`src/rtl/alu_share_arbiter.sv`:
```
// Purpose : shares one combinational ALU between two valid/ready requesters, round-robin on ties.
// Latency : an operation accepted in cycle T shows up in the response slot in cycle T+1; 1 op/cycle sustained.
// Backpressure: a held response (rsp_valid & !rsp_ready) drops both readies and freezes the slot.
//
// Ports:
//   clk, reset                 clock, synchronous active-high reset
//   req{0,1}_valid/_ready      request handshake per requester
//   req{0,1}_a/_b/_ctrl/_sub   operands and ALU control of each requester
//   alu_a/_b/_ctrl/_sub        operands/control driven to the shared ALU
//   alu_result/_zero           combinational ALU outputs
//   rsp_valid/_ready           one-entry response slot handshake
//   rsp_id/_result/_zero       owner and registered ALU outputs of the held response
//   op_count                   accepted operations since reset, wraps modulo 2^CNT_W
module alu_share_arbiter #(
    parameter int WIDTH = 32,
    parameter int CNT_W = 16
) (
    input  logic             clk,
    input  logic             reset,

    input  logic             req0_valid,
    output logic             req0_ready,
    input  logic [WIDTH-1:0] req0_a,
    input  logic [WIDTH-1:0] req0_b,
    input  logic [2:0]       req0_ctrl,
    input  logic             req0_sub,

    input  logic             req1_valid,
    output logic             req1_ready,
    input  logic [WIDTH-1:0] req1_a,
    input  logic [WIDTH-1:0] req1_b,
    input  logic [2:0]       req1_ctrl,
    input  logic             req1_sub,

    output logic [WIDTH-1:0] alu_a,
    output logic [WIDTH-1:0] alu_b,
    output logic [2:0]       alu_ctrl,
    output logic             alu_sub,
    input  logic [WIDTH-1:0] alu_result,
    input  logic             alu_zero,

    output logic             rsp_valid,
    input  logic             rsp_ready,
    output logic             rsp_id,
    output logic [WIDTH-1:0] rsp_result,
    output logic             rsp_zero,
    output logic [CNT_W-1:0] op_count
);

    // Contents of the response slot, kept together so load/hold/reset act on one bus.
    typedef struct packed {
        logic             id;
        logic             zero;
        logic [WIDTH-1:0] result;
    } rsp_t;

    rsp_t             rsp_q;
    logic             rsp_valid_q;
    logic             last_grant_q;
    logic [CNT_W-1:0] op_count_q;

    logic slot_free;
    logic grant_vld;
    logic grant_id;
    logic accept;

    // The slot can take a new result if it is empty or being drained this cycle.
    assign slot_free = !rsp_valid_q || rsp_ready;

    // A lone requester always wins; on a tie the one not served last wins.
    always_comb begin
        grant_vld = req0_valid || req1_valid;
        grant_id  = 1'b0;
        if (req0_valid && req1_valid) begin
            grant_id = ~last_grant_q;
        end else if (req1_valid) begin
            grant_id = 1'b1;
        end
    end

    assign accept     = grant_vld && slot_free;
    assign req0_ready = accept && (grant_id == 1'b0);
    assign req1_ready = accept && (grant_id == 1'b1);

    // The ALU sees the granted requester even while the slot is blocked, so its
    // result is already settled when the slot frees up; zeros when nobody asks.
    always_comb begin
        alu_a    = '0;
        alu_b    = '0;
        alu_ctrl = 3'b000;
        alu_sub  = 1'b0;
        if (grant_vld) begin
            if (grant_id) begin
                alu_a    = req1_a;
                alu_b    = req1_b;
                alu_ctrl = req1_ctrl;
                alu_sub  = req1_sub;
            end else begin
                alu_a    = req0_a;
                alu_b    = req0_b;
                alu_ctrl = req0_ctrl;
                alu_sub  = req0_sub;
            end
        end
    end

    always_ff @(posedge clk) begin
        if (reset) begin
            rsp_q        <= '0;
            rsp_valid_q  <= 1'b0;
            // Pointing at requester 1 makes requester 0 win the first tie.
            last_grant_q <= 1'b1;
            op_count_q   <= '0;
        end else begin
            if (accept) begin
                // Covers the drain+accept case too: the new result overwrites the old.
                rsp_q.id     <= grant_id;
                rsp_q.zero   <= alu_zero;
                rsp_q.result <= alu_result;
                rsp_valid_q  <= 1'b1;
                last_grant_q <= grant_id;
                op_count_q   <= op_count_q + 1'b1;
            end else if (rsp_ready) begin
                // Drained with nothing new: only the valid bit drops, data is left as is.
                rsp_valid_q  <= 1'b0;
            end
        end
    end

    assign rsp_valid  = rsp_valid_q;
    assign rsp_id     = rsp_q.id;
    assign rsp_zero   = rsp_q.zero;
    assign rsp_result = rsp_q.result;
    assign op_count   = op_count_q;

endmodule

```
`config.mk`:
```
export PLATFORM = sky130hd
export DESIGN_NAME = alu_share_arbiter
export DESIGN_NICKNAME = d
export VERILOG_FILES = /design/src/rtl/alu_share_arbiter.sv
export SDC_FILE = /design/constraint.sdc
export NUM_CORES = 1
export LEC_CHECK = 0
export CORE_AREA = 5 5 113 115
export CTS_BUF_LIST = sky130_fd_sc_hd__clkbuf_8
export DETAILED_ROUTE_END_ITERATION = 8
export DIE_AREA = 0 0 118 120
export PLACE_DENSITY_LB_ADDON = 0.3
export SLEW_MARGIN = 20
export SYNTH_ARGS = -nofsm -noshare
export SYNTH_HDL_FRONTEND = slang
export SYNTH_SLANG_ARGS = --single-unit
```
`constraint.sdc`:
```
create_clock -name clk -period 4.2 [get_ports clk]
set_clock_uncertainty 0.1 [all_clocks]
set_input_delay 0.84 -clock clk [delete_from_list [all_inputs] [get_ports clk]]
set_output_delay 0.84 -clock clk [all_outputs]
set_load 0.02 [all_outputs]
```
Word-level counts from Yosys, hierarchy flattened
Cells that the tools add are included.
{"block": "totals", "reg_bits": 52, "inputBits": 174, "out_inout_bits": 121}
{"block": "classes", "n_addsub": 1, "n_mux": 12, "bitwise_logic": 2, "reduce_logical": 8}
{"operator": "2-to-1 mux 32 bit", "count": 4}
{"operator": "adder 16 x 1 -> 16 bit, second input constant", "count": 1}
{"operator": "2-to-1 mux 1 bit", "count": 6}
{"operator": "2-to-1 mux 3 bit", "count": 2}
{"operator": "logical AND 1 bit", "count": 4}
{"operator": "logical OR 1 bit", "count": 2}
{"operator": "NOT 1 bit", "count": 2}
{"operator": "nonzero test 2 bit", "count": 1}
{"operator": "zero test 1 bit", "count": 1}

Logic depth before layout (Yosys ltp)
Gate-level depths: netlist of run 1.
{"block": "depth", "ltp_word": 4, "depth_mapped": 7, "mapped_depth_nobuf": 5}

Worst setup path before layout of run 1
OpenSTA, ideal clock, no wires.
{"block": "synth_timing", "kind": "input-to-output", "start": "input req0_valid", "end": "output alu_a[0]", "t_arrival_ns": 2.339, "required_ns": 3.260, "path_slack_ns": 0.921, "cell_stages": 7, "path_cell_list": "buf_4 -> a21boi_0 -> clkbuf_1 -> clkbuf_1 -> clkbuf_1 -> nand2_1 -> o21ai_0"}
{"block": "synth_between", "elab_chain_cells": 4, "elab_cells_between_ends": 5, "classes_between": "mux: 3; reduce/logical: 2"}
{"element": "start, declared", "line": "21", "source": "input logic req0_valid,"}
{"element": "logical AND 1 bit", "line": "74", "source": "if (req0_valid && req1_valid) begin"}
{"element": "2-to-1 mux 1 bit", "line": "74"}
{"element": "2-to-1 mux 32 bit", "line": "93", "source": "if (grant_id) begin"}
{"element": "2-to-1 mux 32 bit *", "line": "92", "source": "if (grant_vld) begin"}
{"element": "end, declared", "line": "35", "source": "output logic [WIDTH-1:0] alu_a,"}
Mark *: on every way between the ends. The rest lies on a longest branch, timed or not.

Worst setup path after layout of run 1
{"block": "layout_timing", "start": "input req1_valid", "end": "output alu_a[30]"}
{"block": "layout_between", "elab_chain_cells": 4, "elab_cells_between_ends": 6, "classes_between": "mux: 4; reduce/logical: 2"}
{"element": "start, declared", "line": "28", "source": "input logic req1_valid,"}
{"element": "2-to-1 mux 1 bit / logical AND 1 bit (equally long branches)", "line": "76, 74"}
{"element": "2-to-1 mux 1 bit", "line": "74"}
{"element": "2-to-1 mux 32 bit", "line": "93"}
{"element": "2-to-1 mux 32 bit *", "line": "92"}
Marked as above.

==> results of run 1 <==
[kinds of logic (layout without fill, tap and decap cells)]
family / count (synthesis) / after routing / synth area share (%)
mux: 4 / 4 / 1.53
buf+inv: 37 / 313 / 5.14
xor+xnor: 6 / 6 / 1.78
fa+ha+maj: 1 / 1 / 0.425
compound gates: 118 / 118 / 20.5
flops: 52 / 52 / 35.4
simple gates: 254 / 254 / 35.3
[Yosys cell counts, types with 2 or more instances]
| master | instances |
|---|---|
| nand3_1 | 5 |
| a21oi_1 | 42 |
| o21ai_0 | 70 |
| nand2_1 | 207 |
| nor2_1 | 16 |
| or3_1 | 2 |
| nor3_1 | 2 |
| xnor2_1 | 5 |
| mux2_2 | 4 |
| nor4_1 | 2 |
| nor2b_1 | 5 |
| clkbuf_1 | 33 |
| or4_1 | 3 |
| nand4_1 | 5 |
| o31ai_1 | 2 |
| dfxtp_1 | 52 |
[per-stage QoR]
stage	util [%]	area, um^2	hold WS, ps	power [mW]	std cells
4_1_cts	52.7	6170	361	1.57	895
6_report	52.7	6170	356	1.54	895
5_1_grt	52.7	6170	384	1.63	895
3_3_place_gp	51.6	6040	342	1.17	888
2_1_floorplan	-	2940	421	0.792	472
3_5_place_dp	51.6	6040	349	1.17	888
[critical path, delay by kind of cell]
family | cells | cell delay, ps
buffers and inverters | 3 | 1500
and+or+nand+nor | 1 | 80
AOI/OAI and AO/OA | 2 | 530
[layer usage]
metal | track usage [%] | part of all wire (%) | vias to the layer above
li1 | - | - | 2096
met1 | 19.6 | 37 | 1821
met2 | 34.3 | 50 | 174
met3 | 9.19 | 10 | 27
met4 | 5.88 | 2.9 | 0
met5 | 0 | 0 | -
[cell type report]
| class | instances | area share [%] |
|---|---|---|
| clock buffer | 5 | 1.12 |
| sequential | 52 | 16.9 |
| multi-input combinational | 383 | 28.7 |
| tap | 147 | 2.98 |
| clock inverter | 2 | 0.973 |
| timing repair buffer | 306 | 49.4 |
[power by group]
part | internal [mW] | switching (mW)
Sequential | 0.519 | 0.0168
Clock | 0.234 | 0.151
Combinational | 0.336 | 0.287
[how the worst max path moves through the flow]
stage          slack [ps]  startpoint   endpoint
2_1_floorplan         920  req0_valid   alu_a[0]
3_3_place_gp          330  req1_valid   alu_a[3]
3_5_place_dp          300  req1_valid   alu_a[4]
4_1_cts               290  req1_valid  alu_a[30]
5_1_grt               130  req1_valid  alu_a[30]
6_report              300  req1_valid  alu_a[30]
[state kept, by name, indices dropped and copies added, names as in the netlist]
| name | count |
|---|---|
| rsp_zero | 1 |
| rsp_valid | 1 |
| rsp_result | 32 |
| last_grant_q | 1 |
| op_count | 16 |
| rsp_id | 1 |
==> results.cfg, run 1 <==
[run_status]
outcome = completed

[worst_setup_path]
rrSetupSlack_ps = 2010
cpMostUsedCell = clkdlybuf4s50_1
cp_max_fo = 22
rr_worst_depth = 5
crit_type = in -> out
path_cells = clkdlybuf4s50_1 > a21boi_4 > buf_4 > nand2_1 > o21ai_0 > clkdlybuf4s50_1
r2r-start = op_count[0]
end_kind = output pin
cp-start-kind = primary input
cp_slowest_cell = clkdlybuf4s50_1
critPathRequiredTime_ps = 3260
cp.arrival_ps = 2960
max_stage_delay_ps = 640
r2r-end = op_count[14]

[clock_network]
ctsResizeCount = 0
cts_hold_buf = 0
clkSinkCount = 52
clock_latency_ps = 290
cts_setup_buffers = 0
clk_pin_slew_ps = 90
clk_path_buf_depth = 2
h-tree-depth = 2
cts_tree = done
cts_buffers = 5
cts_root_buf = clkbuf_8

[yosys]
synth_fp_nets = 647
ys.flop_type = dfxtp_1
synth-seq-cells = 52
synth_seq_area_share_pct = 35.4
avgSynthCellArea_um2 = 6.24
yosysTopAreaCellShare_pct = 35.4
synth.area.top_cells = dfxtp_1 (35%), nand2_1 (26%), o21ai_0 (12%)
synth_area_um2 = 2940
yosysTopAreaCell = dfxtp_1
synth-edff-count = 0
synthDistinctLibCells = 33
syn_inst = 472
async_flop_share_pct = 0
ys_warn_count = 0

[floorplan]
coreArea_um2 = 11700
initial_core_util_pct = 25.1
row_count = 40
die_area_um2 = 14200
die_w_um = 118
chipHeight_um = 120
io_pins = 295

[finish]
multi_input_area_um2 = 1770
layout_common_cells = clkdlybuf4s50_1 (292), nand2_1 (207), o21ai_0 (70), dfxtp_1 (52), a21oi_1 (42)
drive_above_1_share_pct = 4.14
area_delta_synth_final_pct = 110
register_area_um2 = 1040
final_common_cell = clkdlybuf4s50_1
diodes = 0
nFillCells = 1145
nets = 923

[sta]
fin_ws_ps = 301
hold_viol = 0
fmax_mhz = 256
drv_slew = 0
setup_viol = 0
fin_crit_sh_pct = 92.8
setup_tns_ps = 0
tightest_slew_ps = 1000
period_minus_slack_ps = 3900
relSlewSlack_pct = 33.3
rsz0062_at_grt = false

[global_route]
track_usage_pct = 19.1
grt_pass1_vias = 4234
grt_pass1_wl_um = 22100
grt_antenna_before_repair = 0
grt_overflow = 0
grt_max_degree = 72

[pwr]
p_per_area_nw_per_um2 = 250
ir_worst_vdd_v = 0.000200
leakagePower_nw = 2.33

[routing]
drc = 0
wl_per_cell_um = 16.1
wl_um = 14400
ant_nets = 0
first_iter_violations = 206
drt-pass1-iter-count = 6
vias = 4118
vias_per_cell = 4.60

[worst_hold_path]
min-delay-path-class = reg -> reg
worstHoldEndpoint = rsp_result[27]
worstHoldStart = rsp_result[27]
min_path_cells = 2

[placed_design]
portBuffers = 294
dp_hpwl_um = 11900
dp_worst_setup_slack_ps = 301
gp_congestion = 0.875

[run]
max_cap_violations = 0
No activity file was read; power rests on OpenSTA's default activity.
==> run 2: changes to the inputs <==
CTS_CLUSTER_DIAMETER = 40   (was default)
==> results of run 2 <==
Final layout, timing and power as in run 1 (identical DEF).
==> RTL change: new RTL, config.mk and constraints of run 1 <==
Make the reset (`reset`) asynchronous in one clocked block. Comments in the files are not updated.
--- a/src/rtl/alu_share_arbiter.sv
+++ b/src/rtl/alu_share_arbiter.sv
@@ -105,5 +105,5 @@
     end
 
-    always_ff @(posedge clk) begin
+    always_ff @(posedge clk or posedge reset) begin
         if (reset) begin
             rsp_q        <= '0;
Formal check against the unedited RTL: differs if reset is asserted again (counterexample within 4 cycles, from zero or initial values and one cycle with reset high); with reset held inactive, the same outputs for 10 cycles.
==> RTL change against run 1 <==
Core utilization increased by 0.50 points; first-iteration DRC count shrank 9.2%; sequential cell count stayed put; final area is 0.95% higher; non-clock buffer count is 6 lower; sequential power is 23% higher; synthesized area up 4.7%; final cell count fell by 3.8%; highest routed layer is now met5; power is 25% higher; worst setup slack improved by 130 ps; clock power decreased by 7.5%; critical path type unchanged; routed wire length is 0.77% lower.
==> RTL change: results (changes against run 1) <==
Status
  – Run status: finished clean

Drt
  – Via/cell ratio: 4.51 (-2.0%)
  – 1st-pass router iterations: 4 (-2)
  – Initial DRC Count: 187 (-9.2%)
  – Wirelength, routed: 14300 µm (-0.77%)

Placed design
  – Hpwl dp: 11900 µm (-0.12%)
  – Placed Area: 6110 µm² (+1.1%)
  – GP Congestion: 0.872 (-0.37%)
  – Pre-CTS setup slack: 420 ps (+119 ps)

Finish
  – Non-filler cells, final: 861 (-3.8%)
  – Footprint of the multi-input gates: 1610 µm² (-9.0%)
  – Synth-to-Final Area Change: 102%
  – Logic inverters: 1 (+1)
  – Post-layout nets: 886 (-4.0%)
  – Fillers: 1093 (-4.5%)
  – Antenna diodes: 2 (+2)
  – #MultiIn Comb: 351 (-8.4%)
  – FF+latch area: 1300 µm² (+25%)
  – Share of post-route cells with drive strength above 1: 3.37% (-0.77 points)
  – NonClk Buf Share: 48.3% (-1.1 points)
  – Clock network area share: 1.85% (-0.24 points)

Pwr
  – Net switching power: 0.693 mW (+52%)
  – P_int: 1.23 mW (+13%)

Worst hold path
  – Hold path start: op_count[15]$_DFFE_PP0P_

Timing
  – Setup ws final: 431 ps (+130 ps)
  – Hold WS: 383 ps (+27.1 ps)

Setup path
  – Worst path arrival time: 2830 ps (-130 ps)
  – Max stage delay on crit path: 680 ps (+40 ps)
  – Cell depth of the worst flop-to-flop path: 4 (-1)

Yosys
  – Syn_nets: 610 (-5.7%)
  – Sequential fraction of the synthesis area: 42.2% (+6.9 points)
  – Synth area leaders: dfrtp_1 41%, nand2_1 29%, o21ai_0 6.2%
  – Cell count after synthesis: 435 (-7.8%)
  – Asr flop ratio synth: 100% (+100 points)
  – Synthesized area: 3080 µm² (+4.7%)
  – List of most frequent post-synthesis cells: 239 x nand2_1, 51 x dfrtp_1, 38 x o21ai_0, 30 x o21ai_1, 12 x xnor2_1

GRT
  – Vias in the first global route: 3813 (-9.9%)
  – Gr usage total: 18.7% (-0.46 points)
  – Global-route wire length before repair: 21300 µm (-3.6%)
  – Maximum number of pins on one net before global-route repair: 86 (+19%)
RTL change: cell count changes in the layout (fill, tap and decap cells not counted), sizes merged, moves of 5 or more:
cell | before | now
dfxtp | 52 | 0
dfrtp | 0 | 51
a21oi | 42 | 0
nand2 | 207 | 239
nor2 | 16 | 3
buf | 14 | 7
xnor2 | 5 | 12
nor2b | 6 | 1
RTL change: metal layers:
layer	routed length [µm]	global-route usage (%)	part of all wire, %	up-vias
met5	13	0	0.091	-
met4	214	3.80	1.5	2
met3	1030	5.42	7.2	17
met2	7450	34.4	52	165
met1	5610	21.4	39	1766
li1	-	-	-	1931
RTL change: cells by family after synthesis:
kind of cell,Yosys count,share of synthesized area [%]
AND/OR/NAND/NOR,263,35.1
AO/OA/AOI/OAI,71,11.9
flip-flops,52,42.2
buffers and inverters,32,5.76
XOR/XNOR,15,4.26
multiplexers,1,0.365
adder cells (fa/ha/maj),1,0.406
